`config.mk`:
```
export PLATFORM = sky130hd
export DESIGN_NAME = seg_scan_driver_flat
export DESIGN_NICKNAME = d
export VERILOG_FILES = /design/src/rtl/seg_scan_driver_if.sv /design/src/rtl/seg_scan_driver.sv /design/src/flat_wrapper.sv
export SDC_FILE = /design/constraint.sdc
export NUM_CORES = 1
export LEC_CHECK = 0
export ABC_AREA = 1
export ABC_CLOCK_PERIOD_IN_PS = 2800
export CAP_MARGIN = 20
export CORE_MARGIN = 5
export CORE_UTILIZATION = 56
export CTS_BUF_LIST = sky130_fd_sc_hd__clkbuf_8
export DETAILED_ROUTE_END_ITERATION = 10
export GPL_ROUTABILITY_DRIVEN = 0
export PLACE_DENSITY = 0.84
export SYNTH_ARGS = -nofsm -noshare
export SYNTH_HDL_FRONTEND = slang
export SYNTH_SLANG_ARGS = --single-unit
```
`constraint.sdc`:
```
create_clock -name clk -period 2.8 [get_ports clk]
set_input_delay 0.56 -clock clk [delete_from_list [all_inputs] [get_ports clk]]
set_output_delay 0.56 -clock clk [all_outputs]
set_load 0.01 [all_outputs]
```
`src/rtl/seg_scan_driver_if.sv`:
```
// Display-side bundle for seg_scan_driver: digit data and blank mask in,
// encoder inputs, anode enables and frame marker out.
// master: the scan driver itself. slave: whoever supplies digits and
// consumes the scan outputs (encoder, display, testbench).
interface seg_scan_driver_if;
  logic [31:0] digits_in;
  logic [7:0]  blank_in;
  logic [3:0]  num;
  logic [3:0]  cdigit;
  logic [7:0]  an_out;
  logic        frame_start;

  modport master (
    input  digits_in, blank_in,
    output num, cdigit, an_out, frame_start
  );

  modport slave (
    output digits_in, blank_in,
    input  num, cdigit, an_out, frame_start
  );
endinterface

```
`src/rtl/seg_scan_driver.sv`:
```
// Time-multiplexed 8-digit seven-segment scan driver.
// A prescaler sets the slot length; each slot opens with DEAD_CYCLES of all
// anodes off. Digits and blank mask are snapshotted once per frame on the
// slot 7 -> 0 edge, so a frame never mixes old and new data.
// Optional feature: define SEG_SCAN_LZB_EN for leading-zero blanking.
module seg_scan_driver #(
  parameter int SCAN_DIV    = 100000,
  parameter int DEAD_CYCLES = 16
) (
  input  logic                clk,
  input  logic                rst_n,
  seg_scan_driver_if.master   bus
);

  localparam int PW = $clog2(SCAN_DIV);
  localparam logic [PW-1:0] PRESC_MAX = PW'(SCAN_DIV - 1);
  localparam logic [PW-1:0] DEAD_LIM  = PW'(DEAD_CYCLES);

  logic [PW-1:0] presc_q,  presc_d;
  logic [2:0]    cdigit_q, cdigit_d;
  logic [3:0]    num_q,    num_d;
  logic [7:0]    an_q,     an_d;
  logic          fs_q,     fs_d;
  logic [31:0]   snap_d_q, snap_d_d;
  logic [7:0]    snap_b_q, snap_b_d;

  logic [7:0]    blank_eff;
  logic          tick;
  logic          snap_en;

  // Effective blank mask: external mask, optionally plus leading zeros
  always_comb begin
    blank_eff = bus.blank_in;
`ifdef SEG_SCAN_LZB_EN
    begin
      logic run;
      run = 1'b1;
      // Walk down from the leftmost digit; digit 0 always stays visible
      for (int d = 7; d >= 1; d--) begin
        if (run && (bus.digits_in[4*d +: 4] == 4'h0)) blank_eff[d] = 1'b1;
        else                                          run = 1'b0;
      end
    end
`endif
  end

  // Next-state: prescaler, digit index, frame snapshot and registered outputs
  always_comb begin
    tick     = (presc_q == PRESC_MAX);
    snap_en  = tick && (cdigit_q == 3'd7);
    presc_d  = tick ? '0 : presc_q + 1'b1;
    cdigit_d = tick ? cdigit_q + 3'd1 : cdigit_q;
    snap_d_d = snap_en ? bus.digits_in : snap_d_q;
    snap_b_d = snap_en ? blank_eff     : snap_b_q;
    // Outputs look at the post-edge snapshot so slot 0 shows fresh data
    num_d    = snap_d_d[4*cdigit_d +: 4];
    if (((DEAD_CYCLES != 0) && (presc_d < DEAD_LIM)) || snap_b_d[cdigit_d])
      an_d = 8'hFF;
    else
      an_d = ~(8'h01 << cdigit_d);
    fs_d     = snap_en;
  end

  // State registers; reset parks on digit 7 so the first frame starts one slot later
  always_ff @(posedge clk or negedge rst_n) begin
    if (!rst_n) begin
      presc_q  <= '0;
      cdigit_q <= 3'd7;
      num_q    <= 4'h0;
      an_q     <= 8'hFF;
      fs_q     <= 1'b0;
      snap_d_q <= 32'h0;
      snap_b_q <= 8'hFF;
    end else begin
      presc_q  <= presc_d;
      cdigit_q <= cdigit_d;
      num_q    <= num_d;
      an_q     <= an_d;
      fs_q     <= fs_d;
      snap_d_q <= snap_d_d;
      snap_b_q <= snap_b_d;
    end
  end

  assign bus.num         = num_q;
  assign bus.cdigit      = {1'b0, cdigit_q};
  assign bus.an_out      = an_q;
  assign bus.frame_start = fs_q;

endmodule

```
`src/flat_wrapper.sv`:
```
// flat-port wrapper written by rule: the top's interface ports become plain ports
module seg_scan_driver_flat 
#(
  parameter int SCAN_DIV    = 100000,
  parameter int DEAD_CYCLES = 16
)
  (clk, rst_n, bus_digits_in, bus_blank_in, bus_num, bus_cdigit, bus_an_out, bus_frame_start);
  seg_scan_driver_if bus_i ();
  input  logic clk;
  input  logic rst_n;
  input wire logic [$bits(bus_i.digits_in)-1:0] bus_digits_in;
  input wire logic [$bits(bus_i.blank_in)-1:0] bus_blank_in;
  output wire logic [$bits(bus_i.num)-1:0] bus_num;
  output wire logic [$bits(bus_i.cdigit)-1:0] bus_cdigit;
  output wire logic [$bits(bus_i.an_out)-1:0] bus_an_out;
  output wire logic [$bits(bus_i.frame_start)-1:0] bus_frame_start;
  assign bus_i.digits_in = bus_digits_in;
  assign bus_i.blank_in = bus_blank_in;
  assign bus_num = bus_i.num;
  assign bus_cdigit = bus_i.cdigit;
  assign bus_an_out = bus_i.an_out;
  assign bus_frame_start = bus_i.frame_start;
  seg_scan_driver #(.SCAN_DIV(SCAN_DIV), .DEAD_CYCLES(DEAD_CYCLES)) u_core (.clk(clk), .rst_n(rst_n), .bus(bus_i));
endmodule
```
==> metrics.cfg, run 1 <==
[outcome]
outcome=finished clean

[sta]
finalHoldViolCount=0
min_period_ns=2.30
max_freq_mhz=436
finalMaxSlewViolations=0
fin_setup_tns_ns=0
worst-slew-pin-transition_ns=0.965
setup_slack_ns=0.504
slew-limit-headroom_pct=35.7
rsz0062_at_grt=no
setup_viol=0
finalCritPeriodShare_pct=82.0
skew_ns=0.00615

[yosys]
ys_types=27
synth_top_flop_cell=dfrtp_1
synth.yosys.seq_area_share_pct=46.9
ys_warn_count=0
ys_seq_elements=73
syn_area_per_cell_sq_um=7.47
synth_area_sq_um=3950
yosysTopAreaCell=dfrtp_1
synthMostInstantiatedCell=nand2_1
synth_top_area_share_pct=34.3
synthCells=528
synth.top_cells.by_count=122 x nand2_1, 119 x inv_1, 82 x nor2_1, 54 x dfrtp_1, 32 x o21a_1
synthArstFlopShare_pct=100
syn_nets=573
ys_top_cells_by_area=dfrtp_1 34%, dfstp_2 13%, nand2_1 12%
synth_edf_count=0

[floorplan]
die_w_um=93.9
start_util_pct=57.7
design.core.area_sq_um=6830
rows=30
dieArea_sq_um=8820
die_y_um=93.9
io_pins=59

[routing]
avgViaCountPerCell=4.98
drc=0
dr.pass1.iters=5
wl_um=8910
wire_per_inst_um=12.9
via_count=3449
drtAntennaViolNets=0
drtIter0Drc=244

[hold_path]
holdCritPathClass=primary input to async pin

[power]
p_clk_share_pct=41.8
p_sw_share_pct=20.6
total_power_mw=1.96
combPwrFrac_pct=4.4
leakage_nw=2.43
seqPwrFrac_pct=53.8
p_per_area_nw_per_um2=407
power.switching_mw=0.403
peakVddDrop_v=0.000258
p_int_mw=1.56

[grt]
grt_pass1_vias=3335
grt_pass1_wl_um=15400
grt_overflow=0
gr-usage-all-layers_pct=21.9
antenna_found_initial=0
grt_max_degree=47

[critical_path]
crit_path_end_kind=flip-flop
cp.depth=11
crit_top_cell=nand2_1
reg2reg_from=u_core.cdigit_q[0]
r2r_cells=11
max_stage_delay_ns=0.57
path_buf_inv=2
start_kind=flip-flop
crit_end=u_core.bus.num[1]
crit_fanout=46
cp_top_family=flip-flops
cp-startpoint=u_core.cdigit_q[0]
path_class=flip-flop to flip-flop
reg2reg_slack_ns=0.50
crit_slowest_cell=dfstp_2
path_cells=ha_1 -> ha_1 -> inv_1 -> nor2_4 -> buf_12 -> o21a_1 -> nor2_1 -> nor2_1 -> nand2_1 -> nand2_1 -> nand2_1
worstPathRequired_ns=3.03
r2r_end=u_core.bus.num[1]
cp.arrival_ns=2.53

[placement]
dp_slack_ns=0.554
portBuffers=57
placed_area_sq_um=4630
hpwl_um=6530
post-place-cells=678

[final_layout]
instances_no_fill=693
drive_gt1_share_pct=10.4
area_growth_pct=22.2
layout.nets=638
fillCellCount=529
finish.instance_area_sq_um=4820
diodes=0

[clock_tree]
post_cts.repair.setup_buffers=0
root_buffer=clkbuf_8
cts_tree=yes
cts_hold_buf=0
path_clk_slew_ns=0.07
clock_sinks=73
ctsResizeCount=0
clk_latency_ns=0.33
cts_buffers=9
htree_levels=3
cts_max_path_buffers=2

[run]
drv_cap=0

flip-flops by register name, summed over array words and instances (netlist names):
| signal | cells |
|---|---|
| u_core.presc_q | 17 |
| u_core.bus.an_out | 8 |
| u_core.bus.frame_start | 1 |
| u_core.snap_d_q | 32 |
| u_core.cdigit_q | 3 |
| u_core.snap_b_q | 8 |
| u_core.bus.num | 4 |
metrics by stage:
step	utilization, %	hold slack (ns)
floorplan	-	0.264
global placement	67.7	0.445
detailed placement	67.7	0.461
CTS	70.6	0.407
global route	70.6	0.452
finish	70.6	0.374
cells by family (layout without fill, tap and decap cells):
| group | Yosys count | in the layout | share of synthesized area (%) |
|---|---|---|---|
| DFF | 73 | 73 | 46.9 |
| xor gates and xnor gates | 5 | 5 | 1.11 |
| other | 1 | 1 | 0.0951 |
| AOI/OAI and AO/OA | 34 | 34 | 6.44 |
| adders and majority gates | 3 | 3 | 0.952 |
| buffers and inverters | 137 | 206 | 14.1 |
| and+or+nand+nor | 275 | 275 | 30.4 |
power groups by stage:
stage,combinational [mW],sequential [mW],clock [mW]
after floorplan,0.00367,1.07,0
after global placement,0.0861,1.07,0
after detailed placement,0.0867,1.07,0
after CTS,0.0876,1.06,0.829
after global routing,0.0943,1.05,0.880
final,0.0856,1.06,0.821
layer usage:
metal  up-vias  GRT usage [%]  share of wire [%]
met5         -              0                  0
met4         0           8.66                2.6
met3        28           3.13                5.8
met2       126           35.4                 47
met1      1575           29.8                 44
li1       1720              -                  -
worst min-delay path by stage:
stage | start | endpoint | slack, ns | depth (start not counted)
finish | rst_n | u_core.presc_q[9] | 0.37 | 1
global route | rst_n | u_core.presc_q[9] | 0.45 | 1
floorplan | rst_n | u_core.bus.frame_start | 0.26 | 0
CTS | rst_n | u_core.presc_q[0] | 0.41 | 1
global placement | u_core.presc_q[0] | u_core.presc_q[0] | 0.45 | 1
detailed placement | u_core.presc_q[0] | u_core.presc_q[0] | 0.46 | 1
cell type report:
cell class / instances / area [sq um] / area share [%]
clock buffer: 11 / 151 / 3.14
clock inverter: 4 / 43.8 / 0.908
inverter: 126 / 473 / 9.81
multi-input combinational: 318 / 1550 / 32.0
sequential: 73 / 1850 / 38.4
tap: 96 / 120 / 2.49
timing repair buffer: 65 / 638 / 13.2
placed cells by master (no fill, tap or decap), types with 3 or more instances in the layout:
master           netlist  layout
and2_1                 7       7
buf_4                  4       7
clkbuf_8               0      11
clkdlybuf4s50_1        0      56
dfrtp_1               54      54
dfstp_2               19      19
ha_1                   3       3
inv_1                119     120
inv_2                  7       7
nand2_1              122     122
nand3_1               26      26
nand3_2                3       3
nand4_1               20      20
nor2_1                82      82
nor2_2                 4       3
nor3_1                 6       6
o21a_1                32      32
xor2_1                 5       5
Note: power is estimated with default switching activity, not from simulation.
==> run 2, diff against run 1 <==
Settings changed: ABC_CLOCK_PERIOD_IN_PS 2800 to 2070, CORE_UTILIZATION 56 to 51, PLACE_DENSITY 0.84 to 0.81.
Clock period 2.8 ns to 2.07 ns, I/O delays scaled along.
==> run 2 against run 1 <==
The run now ends with negative setup slack left. Flip-flop and latch count did not move. First-iteration DRC count is 8.6% lower. Critical path depth is 1 higher. Sequential power up 35%. Worst setup slack worse by 0.58 ns. Global-route usage down 0.23 points. Register-to-register slack got worse by 0.58 ns. Die area rose by 8.7%. Cell area rose by 12%. Final cell count is 6.5% higher. Non-clock buffer count is 37 higher. Hold slack lost 0.30 ns. Largest cell class unchanged. Highest routed layer unchanged.
==> metrics.cfg, run 2 (synthesis gave the netlist of run 1 again) <==
[outcome]
outcome=complete, but fails checks
violations=negative setup slack

[final_layout]
layout.nets=676  ; +6.0%
final_util_pct=70.8  ; +0.21 points
layout_commonest_cell=inv_1
final_cell_mix=118 x inv_1, 112 x nand2_1, 72 x nor2_1
regMostFlops=u_core.snap_d_q
top_regs=u_core.snap_d_q (32), u_core.presc_q (17)
finish.instance_area_sq_um=5410  ; +12%
instances_no_fill=738  ; +6.5%
diodes=0  ; unchanged
area_growth_pct=37.2
drive_gt1_share_pct=20.4  ; +10 points
largest_reg_flops=32  ; unchanged

[sta]
setup_slack_ns=-0.0759  ; -0.580 ns
max_freq_mhz=466  ; +7.0%
rsz0062_at_grt=yes
hold_slack_ns=0.0784  ; -0.296 ns
min_period_ns=2.15  ; -0.150 ns
finalMaxSlewViolations=0  ; unchanged
finalCritPeriodShare_pct=104  ; +22 points
finalHoldViolCount=0  ; unchanged
fin_setup_tns_ns=-0.0843  ; -0.0843 ns
skew_ns=0.00997  ; +0.00382 ns
setup_viol=2  ; +2

[grt]
gr-usage-all-layers_pct=21.7  ; -0.23 points
grt_pass1_vias=3634  ; +9.0%
grt_overflow=0  ; unchanged
grt_pass1_wl_um=17000  ; +10%
grt_max_degree=74  ; +57%
antenna_found_initial=0  ; unchanged

[critical_path]
cp.arrival_ns=2.39  ; -0.14 ns
reg2reg_from=u_core.cdigit_q[1]
r2r_end=u_core.bus.num[1]
worstPathRequired_ns=2.32  ; -0.71 ns
crit_fanout=16  ; -65%
crit_path_end_kind=flip-flop
r2r_cells=12  ; +1
start_kind=flip-flop
reg2reg_slack_ns=-0.08  ; -0.58 ns
path_class=flip-flop to flip-flop

[routing]
wl_um=11000  ; +24%
drtAntennaViolNets=0  ; unchanged
avgViaCountPerCell=5.07  ; +1.9%
drtIter0Drc=223  ; -8.6%
drc=0  ; unchanged
wire_per_inst_um=14.9  ; +16%
via_count=3743  ; +8.5%
dr.pass1.iters=5  ; unchanged

[floorplan]
design.core.area_sq_um=7650  ; +12%
dieArea_sq_um=9590  ; +8.7%
die_y_um=98.0  ; +4.3%
io_pins=59  ; unchanged
rows=32  ; +6.7%
start_util_pct=51.6  ; -6.2 points
die_w_um=98.0  ; +4.3%

[placement]
portBuffers=57  ; unchanged
post-place-cells=690  ; +1.8%
dp_slack_ns=-0.0596  ; -0.613 ns
placed_area_sq_um=4690  ; +1.4%
hpwl_um=6570  ; +0.59%

[clock_tree]
path_clk_slew_ns=0.08  ; about the same
root_buffer=clkbuf_8
clock_sinks=73  ; unchanged
cts_max_path_buffers=2  ; unchanged
htree_levels=3  ; unchanged
cts_buffers=9  ; unchanged
cts_tree=yes
clk_latency_ns=0.36  ; +0.03 ns

[run]
drv_cap=0  ; unchanged

[power]
p_per_area_nw_per_um2=508  ; +25%
total_power_mw=2.75  ; +40%
leakage_nw=2.69  ; +11%
peakVddDrop_v=0.000451  ; +75%

[hold_path]
holdCritPathClass=primary input to async pin

## run 2: worst max path at each step
stage | endpoint | slack [ns] | startpoint | cells after the start
floorplan | u_core.bus.num[2] | 0.06 | u_core.cdigit_q[0] | 13
finish | u_core.bus.num[1] | -0.08 | u_core.cdigit_q[1] | 12
detailed placement | u_core.bus.num[3] | -0.06 | u_core.presc_q[0] | 13
global placement | u_core.bus.num[3] | 0.05 | u_core.presc_q[0] | 11
CTS | u_core.bus.an_out[3] | 0.02 | u_core.presc_q[1] | 14
global route | u_core.bus.num[1] | -0.19 | u_core.presc_q[9] | 13
## run 2: metal layers
layer	global-route usage, %	vias up	part of all wire [%]
met5	0	-	0
met4	10.1	0	4.4
met3	3.21	43	5.0
met2	35.4	152	50
met1	28.5	1757	41
li1	-	1791	-
## run 2: what timing repair did
item	CTS	global route
setup buffers	9	19
resized for setup	15	38
cloned	3	1
setup endpoints to repair	12	12
hold buffers	0	0
pin swaps	6	19
## run 2: worst max-delay path, cell delays in order (launching register included)
cell,delay (ns)
dfstp_2,0.55
ha_1,0.16
ha_2,0.19
inv_1,0.09
nor2_4,0.15
buf_12,0.14
buf_16,0.15
o21a_1,0.18
nor2_1,0.06
nor2_1,0.16
nand2_1,0.10
nand2_1,0.06
nand2_1,0.05
## run 2: layout make-up
class                           count  area [sq um]
Fill cell                         524          2230
Sequential cell                    73          1850
Multi-Input combinational cell    318          1720
Timing Repair Buffer              102          1020
Inverter                          126           475
Clock buffer                       12           165
Tap cell                          102           128
Clock inverter                      4          50.0
Timing Repair inverter              1          7.51
## run 2: power breakdown
part | leakage (nW) | internal, mW | switching (mW)
Combinational | 1.83 | 0.0710 | 0.0422
Sequential | 0.746 | 1.43 | 0
Clock | 0.105 | 0.654 | 0.558
